==> config.mk <==
export PLATFORM = sky130hd
export DESIGN_NAME = puncture_flat
export DESIGN_NICKNAME = d
export VERILOG_FILES = /design/src/rtl/puncture_if.sv /design/src/rtl/puncture.sv /design/src/flat_wrapper.sv
export SDC_FILE = /design/constraint.sdc
export NUM_CORES = 1
export LEC_CHECK = 0
export CAP_MARGIN = 10
export CORE_ASPECT_RATIO = 0.75
export CORE_UTILIZATION = 45
export CTS_CLUSTER_DIAMETER = 40
export DETAILED_ROUTE_END_ITERATION = 8
export PLACE_DENSITY = 0.64
export SYNTH_ARGS = -nofsm -noshare
export SYNTH_HDL_FRONTEND = slang
export SYNTH_SLANG_ARGS = --single-unit
==> constraint.sdc <==
create_clock -name clk -period 3.66 [get_ports clk]
set_input_delay 0.915 -clock clk [delete_from_list [all_inputs] [get_ports clk]]
set_output_delay 0.915 -clock clk [all_outputs]
set_load 0.02 [all_outputs]
==> src/rtl/puncture_if.sv <==
// puncture_if: control and handshake bundle for the puncturer.
//   init      : one-cycle frame-start pulse (latches rate, clears state)
//   rate      : 0=1/2, 1=2/3, 2=3/4, 3=5/6, sampled only with init
//   in_valid  / in_bits / in_ready   : coded-pair input, in_bits[0]=A, [1]=B
//   out_valid / out_bit  / out_ready : punctured serial bit output
// slave is the puncturer side, master is the driver/consumer side.
interface puncture_if;
  logic       init;
  logic [1:0] rate;
  logic       in_valid;
  logic [1:0] in_bits;
  logic       in_ready;
  logic       out_valid;
  logic       out_bit;
  logic       out_ready;

  modport slave (
    input  init, rate, in_valid, in_bits, out_ready,
    output in_ready, out_valid, out_bit
  );

  modport master (
    output init, rate, in_valid, in_bits, out_ready,
    input  in_ready, out_valid, out_bit
  );
endinterface

==> src/rtl/puncture.sv <==
// puncture: 802.11 puncturer following the rate-1/2 convolutional encoder.
// Accepts one coded pair (A,B) per handshake, drops bits according to the
// latched code rate and phase, and serialises the survivors through a
// 4-bit elastic buffer, A before B.
//   clk : system clock, rising edge
//   rst : synchronous active-high reset
//   bus : puncture_if.slave (init, rate, input pair, output bit handshakes)
module puncture (
  input logic      clk,
  input logic      rst,
  puncture_if.slave bus
);

  logic [1:0] r_rate;
  logic [2:0] r_phase;
  logic [2:0] r_cnt;
  logic [3:0] r_mem;     // r_mem[0] is the head bit

  logic       w_in_ready;
  logic       w_push;
  logic       w_pop;
  logic       w_keep_a;
  logic       w_keep_b;
  logic [2:0] w_kept;
  logic [2:0] w_last;
  logic [2:0] w_base;
  logic [2:0] w_pos_b;
  logic [2:0] w_cnt_nxt;
  logic [3:0] w_mem_nxt;

  // in_ready depends only on the registered count, never on out_ready.
  assign w_in_ready = (r_cnt <= 3'd2);
  assign w_push     = bus.in_valid & w_in_ready & ~bus.init;
  assign w_pop      = (r_cnt != 3'd0) & bus.out_ready;

  // Every pattern keeps both bits at phase 0, A only on odd phases and
  // B only on even nonzero phases; the rate only sets the wrap point.
  assign w_keep_a = (r_phase == 3'd0) | r_phase[0];
  assign w_keep_b = ~r_phase[0];

  always_comb begin
    w_last = 3'd0;
    case (r_rate)
      2'd0: w_last = 3'd0;
      2'd1: w_last = 3'd1;
      2'd2: w_last = 3'd2;
      2'd3: w_last = 3'd4;
      default: w_last = 3'd0;
    endcase
  end

  assign w_kept    = w_push ? ({2'b00, w_keep_a} + {2'b00, w_keep_b}) : 3'd0;
  assign w_cnt_nxt = r_cnt + w_kept - {2'b00, w_pop};

  // New bits land just past the surviving entries after this cycle's pop.
  assign w_base  = r_cnt - {2'b00, w_pop};
  assign w_pos_b = w_base + {2'b00, w_keep_a};

  always_comb begin
    w_mem_nxt = w_pop ? {1'b0, r_mem[3:1]} : r_mem;
    for (int i = 0; i < 4; i++) begin
      if (w_push && w_keep_a && (w_base == 3'(i)))
        w_mem_nxt[i] = bus.in_bits[0];
      if (w_push && w_keep_b && (w_pos_b == 3'(i)))
        w_mem_nxt[i] = bus.in_bits[1];
    end
  end

  always_ff @(posedge clk) begin
    if (rst) begin
      r_rate  <= 2'd0;
      r_phase <= 3'd0;
      r_cnt   <= 3'd0;
      r_mem   <= 4'd0;
    end else if (bus.init) begin
      // Buffered bits are discarded by clearing the count only.
      r_rate  <= bus.rate;
      r_phase <= 3'd0;
      r_cnt   <= 3'd0;
    end else begin
      r_cnt <= w_cnt_nxt;
      r_mem <= w_mem_nxt;
      if (w_push)
        r_phase <= (r_phase == w_last) ? 3'd0 : r_phase + 3'd1;
    end
  end

  assign bus.in_ready  = w_in_ready;
  assign bus.out_valid = (r_cnt != 3'd0);
  assign bus.out_bit   = r_mem[0];

endmodule
==> src/flat_wrapper.sv <==
// flat-port wrapper written by rule: the top's interface ports become plain ports
module puncture_flat 
  (clk, rst, bus_init, bus_rate, bus_in_valid, bus_in_bits, bus_out_ready, bus_in_ready, bus_out_valid, bus_out_bit);
  puncture_if bus_i ();
  input logic clk;
  input logic rst;
  input wire logic [$bits(bus_i.init)-1:0] bus_init;
  input wire logic [$bits(bus_i.rate)-1:0] bus_rate;
  input wire logic [$bits(bus_i.in_valid)-1:0] bus_in_valid;
  input wire logic [$bits(bus_i.in_bits)-1:0] bus_in_bits;
  input wire logic [$bits(bus_i.out_ready)-1:0] bus_out_ready;
  output wire logic [$bits(bus_i.in_ready)-1:0] bus_in_ready;
  output wire logic [$bits(bus_i.out_valid)-1:0] bus_out_valid;
  output wire logic [$bits(bus_i.out_bit)-1:0] bus_out_bit;
  assign bus_i.init = bus_init;
  assign bus_i.rate = bus_rate;
  assign bus_i.in_valid = bus_in_valid;
  assign bus_i.in_bits = bus_in_bits;
  assign bus_i.out_ready = bus_out_ready;
  assign bus_in_ready = bus_i.in_ready;
  assign bus_out_valid = bus_i.out_valid;
  assign bus_out_bit = bus_i.out_bit;
  puncture u_core (.clk(clk), .rst(rst), .bus(bus_i));
endmodule
After elaboration in Yosys (flattened, before gate mapping)

Cells that the tools add are included.

$add $sub $neg: 6
Magnitude comparators: 1
Equality and inequality tests: 10
Mux-type cells: 12
Bitwise logic cells: 6
Reductions and logical operators: 24

Operator list:

| operator            | number |
|---|---|
| $reduce_bool 3->1   | 5 |
| $eq 3x2->1 const B  | 4 |
| $pmux 3 s4          | 1 |
| $logic_and 1x1->1   | 10 |
| $logic_not 3->1     | 3 |
| $mux 1              | 8 |
| $reduce_and 2->1    | 4 |
| $eq 3x1->1 const B  | 2 |
| $mux 3              | 2 |
| $sub 3x1->3         | 2 |
| $eq 2x2->1 const B  | 2 |
| $mux 4              | 1 |
| $add 3x1->3         | 1 |
| $add 3x1->3 const B | 1 |
| $add 3x3->3         | 1 |
| $and 1x1->1         | 3 |
| $eq 3x3->1          | 1 |
| $le 3x2->1 const B  | 1 |
| $add 1x1->2         | 1 |
| $eq 2x1->1 const B  | 1 |
| $logic_not 2->1     | 1 |
| $not 1->1           | 2 |
| $reduce_or 2->1     | 1 |
| $or 1x1->1          | 1 |

Flip-flop bits (word level): 12
Input bits: 9
Output and inout bits: 3
Logic and storage cells: 66

Longest topological paths before layout

Gate-level depths: netlist of the first run.

Depth in word-level cells: 8
Gate-level depth with buffers: 12
Gate-level depth less buffers: 11

Worst setup path after synthesis of the first run

Ideal clock, no wire load.

Path kind: in2reg
Start: input port bus_out_ready
End: register u_core.r_mem[0]
Setup time: 119 ps
Arrival time: 3008 ps
Required time: 3541 ps
Slack: 533 ps
Cell stages on the path: 11
Buffers on the path: 1
Path through: o31ai_2 inv_1 ha_1 ha_1 clkbuf_1 inv_1 ha_1 xnor2_1 nand3b_1 o221a_1 o221a_1

Cells in the longest elaborated chain, start to end: 7
Elaborated cells between the ends (all ways): 11
Those cells by class: add/sub: 2; mux: 2; bitwise: 1; reduce/logical: 6

RTL lines:

| element                            | line               | source |
|---|---|---|
| start: declaration                 | flat_wrapper.sv:11 | `input wire logic [$bits(bus_i.out_ready)-1:0] bus_out_ready;` |
| $and 1x1->1 (*)                    | puncture.sv:34     | `assign w_pop = (r_cnt != 3'd0) & bus.out_ready;` |
| $sub 3x1->3                        | puncture.sv:56     | `assign w_base = r_cnt - {2'b00, w_pop};` |
| $add 3x1->3                        | puncture.sv:57     | `assign w_pos_b = w_base + {2'b00, w_keep_a};` |
| $logic_not 3->1                    | puncture.sv:64     | `if (w_push && w_keep_b && (w_pos_b == 3'(i)))` |
| $logic_and 1x1->1                  | puncture.sv:64     |  |
| $reduce_bool 3->1 (no source line) | -                  |  |
| $reduce_and 2->1 (no source line)  | -                  |  |
| end signal: assignment             | puncture.sv:82     | `r_mem <= w_mem_nxt;` |
| end: declaration                   | puncture.sv:17     | `logic [3:0] r_mem;` |

Every way passes the cells marked *; elsewhere a longest branch is shown, timed or not.
A chain may end at the register's enable or synchronous reset.

Worst setup path in the final report of the first run

Same ends and word-level chain as after synthesis.

==> impl_metrics.tcl, run 1 <==
set metrics [dict create \
    share_comb_of_total_power 0.551 \
    cts.sink_count 12 \
    crit_type "in -> reg" \
    finClkSkew_ns 0.00356 \
    drtIter0Drc 39 \
    placed_area_mm2 0.00116 \
    maximum_fanout_encountered_on_the_critical_timing_path 5 \
    placeableCoreArea_mm2 0.00207 \
    finalCritPeriodShare 0.887 \
    num-nets-final 159 \
    drive_above_1_share 0.109 \
    worst-endpoint-required_ns 3.83 \
    clock_tree.htree_level_count 1 \
    fin_cells 162 \
    final_antenna_net_count 0 \
    route.final.wire_length_mm 2.43 \
    r2r_end "u_core.r_mem[0]" \
    cts_resized 0 \
    antenna_cells 0 \
    place_hpwl_mm 1.88 \
    number_of_max_slew_violations_in_the_final_report 0 \
    hold_viol 0 \
    ff2ff_path_depth 10 \
    routed_via_density 5.92 \
    hold_path_startpoint "u_core.r_mem[3]" \
    dp.cells 159 \
    total_switching_power_mw 0.226 \
    layout.area.seq_um2 240 \
    failed_checks "design-rule violations" \
    synthesis.yosys.warnings 0 \
    clk_transition_reported_paths_ns 0.07 \
    grt_overflow 0 \
    synth.distinct_cells 48 \
    layout_min_cycle_time_ns 3.24 \
    drtPass1Iterations 6 \
    post_drt_wl_per_cell_um 15.0 \
    hp-class "reg -> reg" \
    die_w_um 57.1 \
    ios 12 \
    initial_utilization 0.495 \
    root_buffer "clkbuf_4" \
    syn_area_per_cell_um2 8.06 \
    clkLatencyLatePin_ns 0.28 \
    ctsLongestPathBuffers 2 \
    gp_congestion 0.886 \
    drt_drc_violations_left 2 \
    die-height_um 43.3 \
    rrSetupSlack_ns 0.66 \
    end_kind "flop" \
    setup_repair_after_global_routing_missed_its_margin "false" \
    grt_max_degree 15 \
    row_count 14 \
    worstReg2RegStart "u_core.r_phase[0]" \
    worstHoldEndpoint "u_core.r_mem[3]" \
    power.density_mw_per_mm2 461 \
    post-cts-setup-buffer-count 0 \
    via_total_after_detailed_routing 959 \
    startpoint_type "primary input" \
    max_slew.worst_pin.slew_ns 0.446 \
    syn-num-nets 146 \
    worst_setup_path_startpoint "bus_out_ready" \
    ys_dominant_reg_cell "dfxtp_1" \
    slew-limit-headroom 0.698 \
    sw_frac_of_total 0.414 \
    grt_util_all_layers 0.211 \
    ir_drop_v 0.000230 \
    multiInputGateArea_um2 712 \
    synthToLayoutAreaGrowth_pct 15.5 \
    synth_seq_cells 12 \
    finalSetupViolCount 0 \
    maxClockFrequency_ghz 0.308 \
    die-area_mm2 0.00247 \
    cts_tree "built" \
    power.static_leakage_nw 0.487 \
    place.port_buffers 11 \
    cts_hold_buf 0 \
    tritoncts.num_buffers 3 \
    synth_area_mm2 0.00102 \
    synthArstFlopShare 0 \
    final.fill_count 193 \
    setup_tns_ns 0 \
    antenna_found_initial 0 \
    total_power_mw 0.545 \
    internal_power_of_the_cells_mw 0.319 \
    hold_depth 2 \
    p_clk_frac 0.156 \
    synth.yosys.seq_area_share 0.235 \
    run_status "complete, but fails checks" \
    synthesis.instances 127 \
    timing.max_cap.violations 0 \
    global_route_wire_length_before_repair_mm 3.88 \
    arrival_time_of_the_worst_setup_path_ns 3.41 \
    synth-edff-count 0 \
    first_global_vias 839 \
    seq_power_share 0.294 \
    design_area_mm2 0.00118 \
]
## per-layer routing
layer,GRT usage,routed length (um),vias up
met5,0,0,-
met4,0.0537,0,0
met3,0.0732,190,0
met2,0.329,1080,35
met1,0.280,1160,442
li1,-,-,482
## cell type report
type | instances | area share
multi-input combinational | 97 | 0.602
timing repair buffer | 14 | 0.112
tap | 24 | 0.0254
inverter | 12 | 0.0381
sequential | 12 | 0.203
clock buffer | 3 | 0.0190
## synth_stat cells, drive strengths merged (3+ instances only)
cell	n	area, um2
nor3	5	25.0
xnor2	4	42.6
inv	12	45.0
nand2	12	45.0
dfxtp	12	240
nor2	11	41.3
mux2i	3	30.0
a21oi	10	53.8
buf	4	18.8
nand4	3	18.8
nand3b	3	26.3
ha	9	113
## through the flow
step / util / hold WS (ns) / setup WS, ns
floorplan: - / 0.458 / 0.533
global placement: 0.561 / 0.501 / 0.211
CTS: 0.572 / 0.521 / 0.413
finish: 0.572 / 0.522 / 0.415
detailed placement: 0.561 / 0.508 / 0.132
global route: 0.572 / 0.554 / 0.184
## logic make-up (layout without fill, tap and decap cells)
family          after synthesis  in the layout  share of synthesized area
simple gates                 46             46                      0.238
flops                        12             12                      0.235
mux                           3              3                     0.0293
compound gates               32             32                      0.240
xor+xnor                      6              6                     0.0587
buf+inv                      18             29                     0.0697
fa+ha+maj                    10             10                      0.130
## how the worst max path moves through the flow
stage | endpoint | slack [ns] | cells past startpoint
final | u_core.r_mem[0] | 0.42 | 11
after global routing | u_core.r_mem[1] | 0.18 | 12
after detailed placement | u_core.r_mem[0] | 0.13 | 11
after global placement | u_core.r_mem[1] | 0.21 | 12
after floorplan | u_core.r_mem[0] | 0.53 | 11
after CTS | u_core.r_mem[0] | 0.41 | 11
## flip-flops by register name, summed over array words and instances (netlist names)
| signal | flops |
|---|---|
| u_core.r_cnt | 3 |
| u_core.r_rate | 2 |
| u_core.r_phase | 3 |
| u_core.r_mem | 4 |
## worst max-delay path: stages
cell and delay, ns:
clkdlybuf4s50_1 0.42, o31ai_2 0.12, inv_1 0.18, ha_1 0.26
ha_1 0.30, inv_1 0.07, ha_1 0.20, xnor2_1 0.25
nand3b_1 0.18, o221a_1 0.27, o221a_1 0.25
## layout by cell type, fill, tap and decap left out, drive strengths merged, types with 2 or more instances in the layout
master / synthesis / layout
o311ai: 2 / 2
ha: 9 / 9
clkdlybuf4s50: 0 / 11
a211oi: 2 / 2
o22ai: 2 / 2
nand3b: 3 / 3
dfxtp: 12 / 12
clkbuf: 2 / 3
nand2b: 2 / 2
nor2: 11 / 11
nor3: 5 / 5
nand4: 3 / 3
a21oi: 10 / 10
o31ai: 2 / 2
nor2b: 2 / 2
o221a: 2 / 2
xnor2: 4 / 4
mux2i: 3 / 3
xor2: 2 / 2
inv: 12 / 12
nand2: 12 / 12
o211ai: 2 / 2
buf: 4 / 3
or2: 2 / 2
## power groups by stage
| stage | clock network (mW) | registers (mW) | logic, mW |
|---|---|---|---|
| finish | 0.0848 | 0.160 | 0.300 |
| detailed placement | 0 | 0.163 | 0.296 |
| global route | 0.0930 | 0.163 | 0.328 |
| CTS | 0.0878 | 0.160 | 0.299 |
| global placement | 0 | 0.163 | 0.293 |
| floorplan | 0 | 0.161 | 0.221 |
No activity file was read; power rests on OpenSTA's default activity.
==> run 2, diff against run 1 <==
--- a/config.mk
+++ b/config.mk
@@ -9,8 +9,10 @@
 export CORE_ASPECT_RATIO = 0.75
 export CORE_UTILIZATION = 45
 export CTS_CLUSTER_DIAMETER = 40
+export CTS_CLUSTER_SIZE = 28
 export DETAILED_ROUTE_END_ITERATION = 8
-export PLACE_DENSITY = 0.64
+export DONT_BUFFER_PORTS = 1
+export PLACE_DENSITY = 0.58
 export SYNTH_ARGS = -nofsm -noshare
 export SYNTH_HDL_FRONTEND = slang
 export SYNTH_SLANG_ARGS = --single-unit
==> run 2 against run 1 <==
Against the previous run:
- the flow still finishes with violations (design-rule violations)
- clock power decreased by 2%
- first-iteration DRC count increased by 64%
- sequential share of layout area increased by 2.2 points
- flip-flop and latch count is the same
- power fell by 5.6%
- clock skew is 0.00086 ns higher
- worst setup slack better by 0.026 ns
- sequential power is essentially flat
- register-to-register slack worse by 0.22 ns
- combinational power down 10%
- largest power group unchanged
==> impl_metrics.tcl, run 2 (synthesis results as in run 1) <==
set metrics [dict create \
    clk_transition_reported_paths_ns 0.08 \
    antenna_found_initial 0 \
    slew-limit-headroom 0.659 \
    die-height_um 43.3 \
    clock_tree.htree_level_count 1 \
    critical_path.endpoint "u_core.r_mem[0]" \
    place.port_buffers 0 \
    place_hpwl_mm 1.95 \
    cts_tree "built" \
    final_antenna_net_count 0 \
    worst-endpoint-required_ns 3.83 \
    root_buffer "clkbuf_4" \
    placeableCoreArea_mm2 0.00207 \
    ir_drop_v 0.000234 \
    die_w_um 57.1 \
    max_reg_flops 4 \
    crit_type "reg -> reg" \
    maxClockFrequency_ghz 0.311 \
    via_total_after_detailed_routing 918 \
    route.final.wire_length_mm 2.47 \
    post-cts-setup-buffer-count 0 \
    global_route_wire_length_before_repair_mm 3.90 \
    arrival_time_of_the_worst_setup_path_ns 3.38 \
    row_count 14 \
    die-area_mm2 0.00247 \
    run_status "complete, but fails checks" \
    layout_min_cycle_time_ns 3.22 \
    power.density_mw_per_mm2 483 \
    num-nets-final 147 \
    final.fill_count 211 \
    finalCritPeriodShare 0.879 \
    total_power_mw 0.515 \
    fin_util 0.515 \
    drtPass1Iterations 6 \
    worstReg2RegStart "u_core.r_cnt[2]" \
    worst_setup_path_startpoint "u_core.r_cnt[2]" \
    ff2ff_path_depth 10 \
    tritoncts.num_buffers 3 \
    top_regs "u_core.r_mem (4), u_core.r_cnt (3), u_core.r_phase (3)" \
    grt_overflow 0 \
    failed_checks "design-rule violations" \
    power.static_leakage_nw 0.440 \
    drive_above_1_share 0.111 \
    synthToLayoutAreaGrowth_pct 4.03 \
    grt_util_all_layers 0.219 \
    ctsLongestPathBuffers 2 \
    hold_ws_ns 0.510 \
    timing.max_cap.violations 0 \
    cts_resized 0 \
    drtIter0Drc 64 \
    hp-class "reg -> reg" \
    initial_utilization 0.495 \
    ios 12 \
    multiInputGateArea_um2 712 \
    cts_hold_buf 0 \
    setup_repair_after_global_routing_missed_its_margin "false" \
    maximum_fanout_encountered_on_the_critical_timing_path 7 \
    register_with_the_most_flip_flops "u_core.r_mem" \
    startpoint_type "flop" \
    hold_viol 0 \
    r2r_end "u_core.r_mem[0]" \
    antenna_cells 0 \
    finalSetupViolCount 0 \
    clkLatencyLatePin_ns 0.27 \
    grt_max_degree 14 \
    number_of_max_slew_violations_in_the_final_report 0 \
    max_slew.worst_pin.slew_ns 0.504 \
    drt_drc_violations_left 4 \
    post_drt_wl_per_cell_um 16.5 \
    cts.sink_count 12 \
    rrSetupSlack_ns 0.44 \
    setup_tns_ns 0 \
    routed_via_density 6.12 \
    finClkSkew_ns 0.00442 \
    layout.area.seq_um2 240 \
    gp_congestion 0.952 \
    first_global_vias 766 \
    end_kind "flop" \
    final_cell_mix "12 x inv_1, 12 x nand2_1, 12 x dfxtp_1, 11 x nor2_1" \
]
run 2: cell type report:
type / count / share of cell area
Timing Repair Buffer: 2 / 0.0141
Tap cell: 24 / 0.0282
Clock buffer: 3 / 0.0212
Sequential cell: 12 / 0.226
Inverter: 12 / 0.0423
Multi-Input combinational cell: 97 / 0.669
run 2: metal layers:
layer	share of wire	track usage	vias up	routed length (um)
met5	0	0	-	0
met4	0.0057	0.0293	0	14
met3	0.065	0.0640	2	160
met2	0.42	0.320	27	1040
met1	0.51	0.324	431	1260
li1	-	-	458	-
run 2: worst min-delay path by stage:
| stage | startpoint | slack (ns) | end | cells after the start |
|---|---|---|---|---|
| finish | u_core.r_mem[1] | 0.51 | u_core.r_mem[1] | 2 |
| global route | u_core.r_mem[1] | 0.55 | u_core.r_mem[1] | 2 |
| CTS | u_core.r_mem[1] | 0.51 | u_core.r_mem[1] | 2 |
| detailed placement | u_core.r_mem[1] | 0.50 | u_core.r_mem[1] | 2 |
| global placement | u_core.r_mem[3] | 0.49 | u_core.r_mem[3] | 2 |
| floorplan | u_core.r_mem[1] | 0.46 | u_core.r_mem[1] | 2 |
run 2: critical path: stages (launching register included):
cell	delay, ns
dfxtp_1	0.39
o31ai_2	0.44
inv_1	0.20
ha_1	0.27
ha_1	0.44
inv_1	0.11
ha_1	0.23
xnor2_1	0.28
nand3b_1	0.20
o221a_1	0.29
o221a_1	0.26
run 2: report_power, final:
group | internal (mW) | switching [mW]
Combinational | 0.113 | 0.157
Clock | 0.0381 | 0.0453
Sequential | 0.144 | 0.0166
run 2: through the flow:
| step | area, um2 | worst slack (ns) | std cells |
|---|---|---|---|
| finish | 1060 | 0.441 | 150 |
| global route | 1060 | 0.253 | 150 |
| CTS | 1060 | 0.473 | 150 |
| detailed placement | 1040 | 0.288 | 147 |
| global placement | 1040 | 0.440 | 147 |
| floorplan | 1020 | 0.533 | 127 |
==> run 3, diff against run 2 <==
--- a/config.mk
+++ b/config.mk
@@ -7,12 +7,13 @@
 export LEC_CHECK = 0
 export CAP_MARGIN = 10
 export CORE_ASPECT_RATIO = 0.75
+export CORE_MARGIN = 2
 export CORE_UTILIZATION = 45
 export CTS_CLUSTER_DIAMETER = 40
 export CTS_CLUSTER_SIZE = 28
 export DETAILED_ROUTE_END_ITERATION = 8
 export DONT_BUFFER_PORTS = 1
-export PLACE_DENSITY = 0.58
+export PLACE_DENSITY = 0.7
 export SYNTH_ARGS = -nofsm -noshare
 export SYNTH_HDL_FRONTEND = slang
 export SYNTH_SLANG_ARGS = --single-unit
==> run 3 against run 2 <==
Against the previous run:
- the run now ends clean
- worst setup slack better by 0.18 ns
- via count down 2.3%
- largest power group unchanged
- flip-flop and latch count unchanged
- critical path depth unchanged
- hold slack worse by 0.0032 ns
- highest routed layer unchanged
==> impl_metrics.tcl, run 3 (synthesis results as in run 1) <==
set metrics [dict create \
    maximum_fanout_encountered_on_the_critical_timing_path 7 \
    max_slew.worst_pin.slew_ns 0.472 \
    clkLatencyLatePin_ns 0.29 \
    drt_drc_violations_left 0 \
    ir_drop_v 0.000164 \
    ios 12 \
    initial_utilization 0.491 \
    wl_met3_um 179 \
    drive_above_1_share 0.111 \
    end_kind "flop" \
    route.final.wire_length_mm 2.14 \
    clock_tree.htree_level_count 1 \
    die-height_um 45.3 \
    via_total_after_detailed_routing 897 \
    critical-path-slowest-cell "o31ai_2" \
    antenna_cells 0 \
    register_with_the_most_flip_flops "u_core.r_mem" \
    cp_common_cell "ha_1" \
    dp_slack_ns 0.415 \
    die_w_um 59.1 \
    routed.top_layer "met4" \
    post_drt_wl_per_cell_um 14.3 \
    die-area_mm2 0.00268 \
    worst_setup_path_startpoint "u_core.r_cnt[2]" \
    worst-endpoint-required_ns 3.85 \
    post-cts-setup-buffer-count 0 \
    placeableCoreArea_mm2 0.00208 \
    critical_path.cell_chain "o31ai_2 > inv_1 > ha_1 > ha_1 > inv_1 > ha_1 > xnor2_1 > nand3b_1 > o221a_1 > o221a_1" \
    finClkSkew_ns 0.0119 \
    gp_congestion 0.903 \
    startpoint_type "flop" \
    number_of_max_slew_violations_in_the_final_report 0 \
    drtIter0Drc 40 \
    slew-limit-headroom 0.685 \
    layout_min_cycle_time_ns 3.04 \
    arrival_time_of_the_worst_setup_path_ns 3.23 \
    clk_transition_reported_paths_ns 0.08 \
    final_cell_mix "12 x inv_1, 12 x nand2_1, 12 x dfxtp_1, 11 x nor2_1" \
    power.density_mw_per_mm2 496 \
    power.static_leakage_nw 0.442 \
    final_antenna_net_count 0 \
    met2WireLength_um 881 \
    run_status "finished clean" \
    hold_viol 0 \
    setup_tns_ns 0 \
    finalSetupViolCount 0 \
    antenna_found_initial 0 \
    first_global_vias 799 \
    global_route_wire_length_before_repair_mm 3.53 \
    hold_depth 2 \
    grt_overflow 0 \
    hold_path_startpoint "u_core.r_mem[1]" \
    num-nets-final 146 \
    top_regs "u_core.r_mem (4), u_core.r_cnt (3), u_core.r_phase (3)" \
    cp_slowest_stage_delay_ns 0.42 \
    row_count 14 \
    drt-met1-wl_mm 1.04 \
    crit_type "reg -> reg" \
    post-route-worst-setup-slack_ns 0.616 \
    drtPass1Iterations 4 \
    place_hpwl_mm 1.70 \
    tritoncts.num_buffers 3 \
    worstReg2RegStart "u_core.r_cnt[2]" \
    timing.max_cap.violations 0 \
    synthToLayoutAreaGrowth_pct 4.65 \
    ctsLongestPathBuffers 2 \
    routed_via_density 5.98 \
    grt_util_all_layers 0.184 \
    hp-class "reg -> reg" \
    cts_tree "built" \
    root_buffer "clkbuf_4" \
    max_reg_flops 4 \
    cts_resized 0 \
    finalCritPeriodShare 0.832 \
    grt_max_degree 15 \
    place.port_buffers 0 \
    cts_hold_buf 0 \
    cts.sink_count 12 \
    ff2ff_path_depth 10 \
    maxClockFrequency_ghz 0.329 \
    setup_repair_after_global_routing_missed_its_margin "false" \
]
==> run 3: worst paths after layout <==
kind,endpoint,slack [ns]
worst max-delay path,u_core.r_mem[0],0.62
worst max register to register,u_core.r_mem[0],0.62
worst min-delay path,u_core.r_mem[1],0.51
worst min register to register,u_core.r_mem[1],0.51
==> run 3: layout make-up <==
type                       instances  area (um2)
multi-input combinational         97         712
fill                             185        1010
inverter                          12        45.0
sequential                        12         240
timing repair buffer               1        7.51
clock buffer                       4        36.3
tap                               24        30.0
==> run 3: per-stage QoR <==
step	util	std cells	cell area, um2	total power [mW]	hold slack (ns)
2_1_floorplan	-	127	1020	0.382	0.458
3_3_place_gp	0.496	146	1030	0.420	0.495
3_5_place_dp	0.496	146	1030	0.422	0.495
4_1_cts	0.514	150	1070	0.533	0.510
5_1_grt	0.514	150	1070	0.575	0.554
6_report	0.514	150	1070	0.531	0.507
==> run 3: per-layer routing <==
| metal | track usage | up-vias |
|---|---|---|
| met3 | 0.0860 | 7 |
| met2 | 0.278 | 28 |
| met4 | 0.0773 | 0 |
| li1 | - | 459 |
| met1 | 0.226 | 403 |
| met5 | 0 | - |
==> run 3: where the power goes <==
| group | switching, mW | total (mW) | leakage [nW] | internal [mW] |
|---|---|---|---|---|
| clock network | 0.0486 | 0.109 | 0.0210 | 0.0607 |
| registers | 0.0180 | 0.162 | 0.0977 | 0.144 |
| logic | 0.148 | 0.259 | 0.323 | 0.112 |
==> run 3: critical path, delay by kind of cell (launching register included) <==
family          cells  cell delay, ns
fa+ha+maj           3            0.89
flops               1            0.39
xor+xnor            1            0.27
buf+inv             2            0.27
simple gates        1            0.18
compound gates      3            0.94
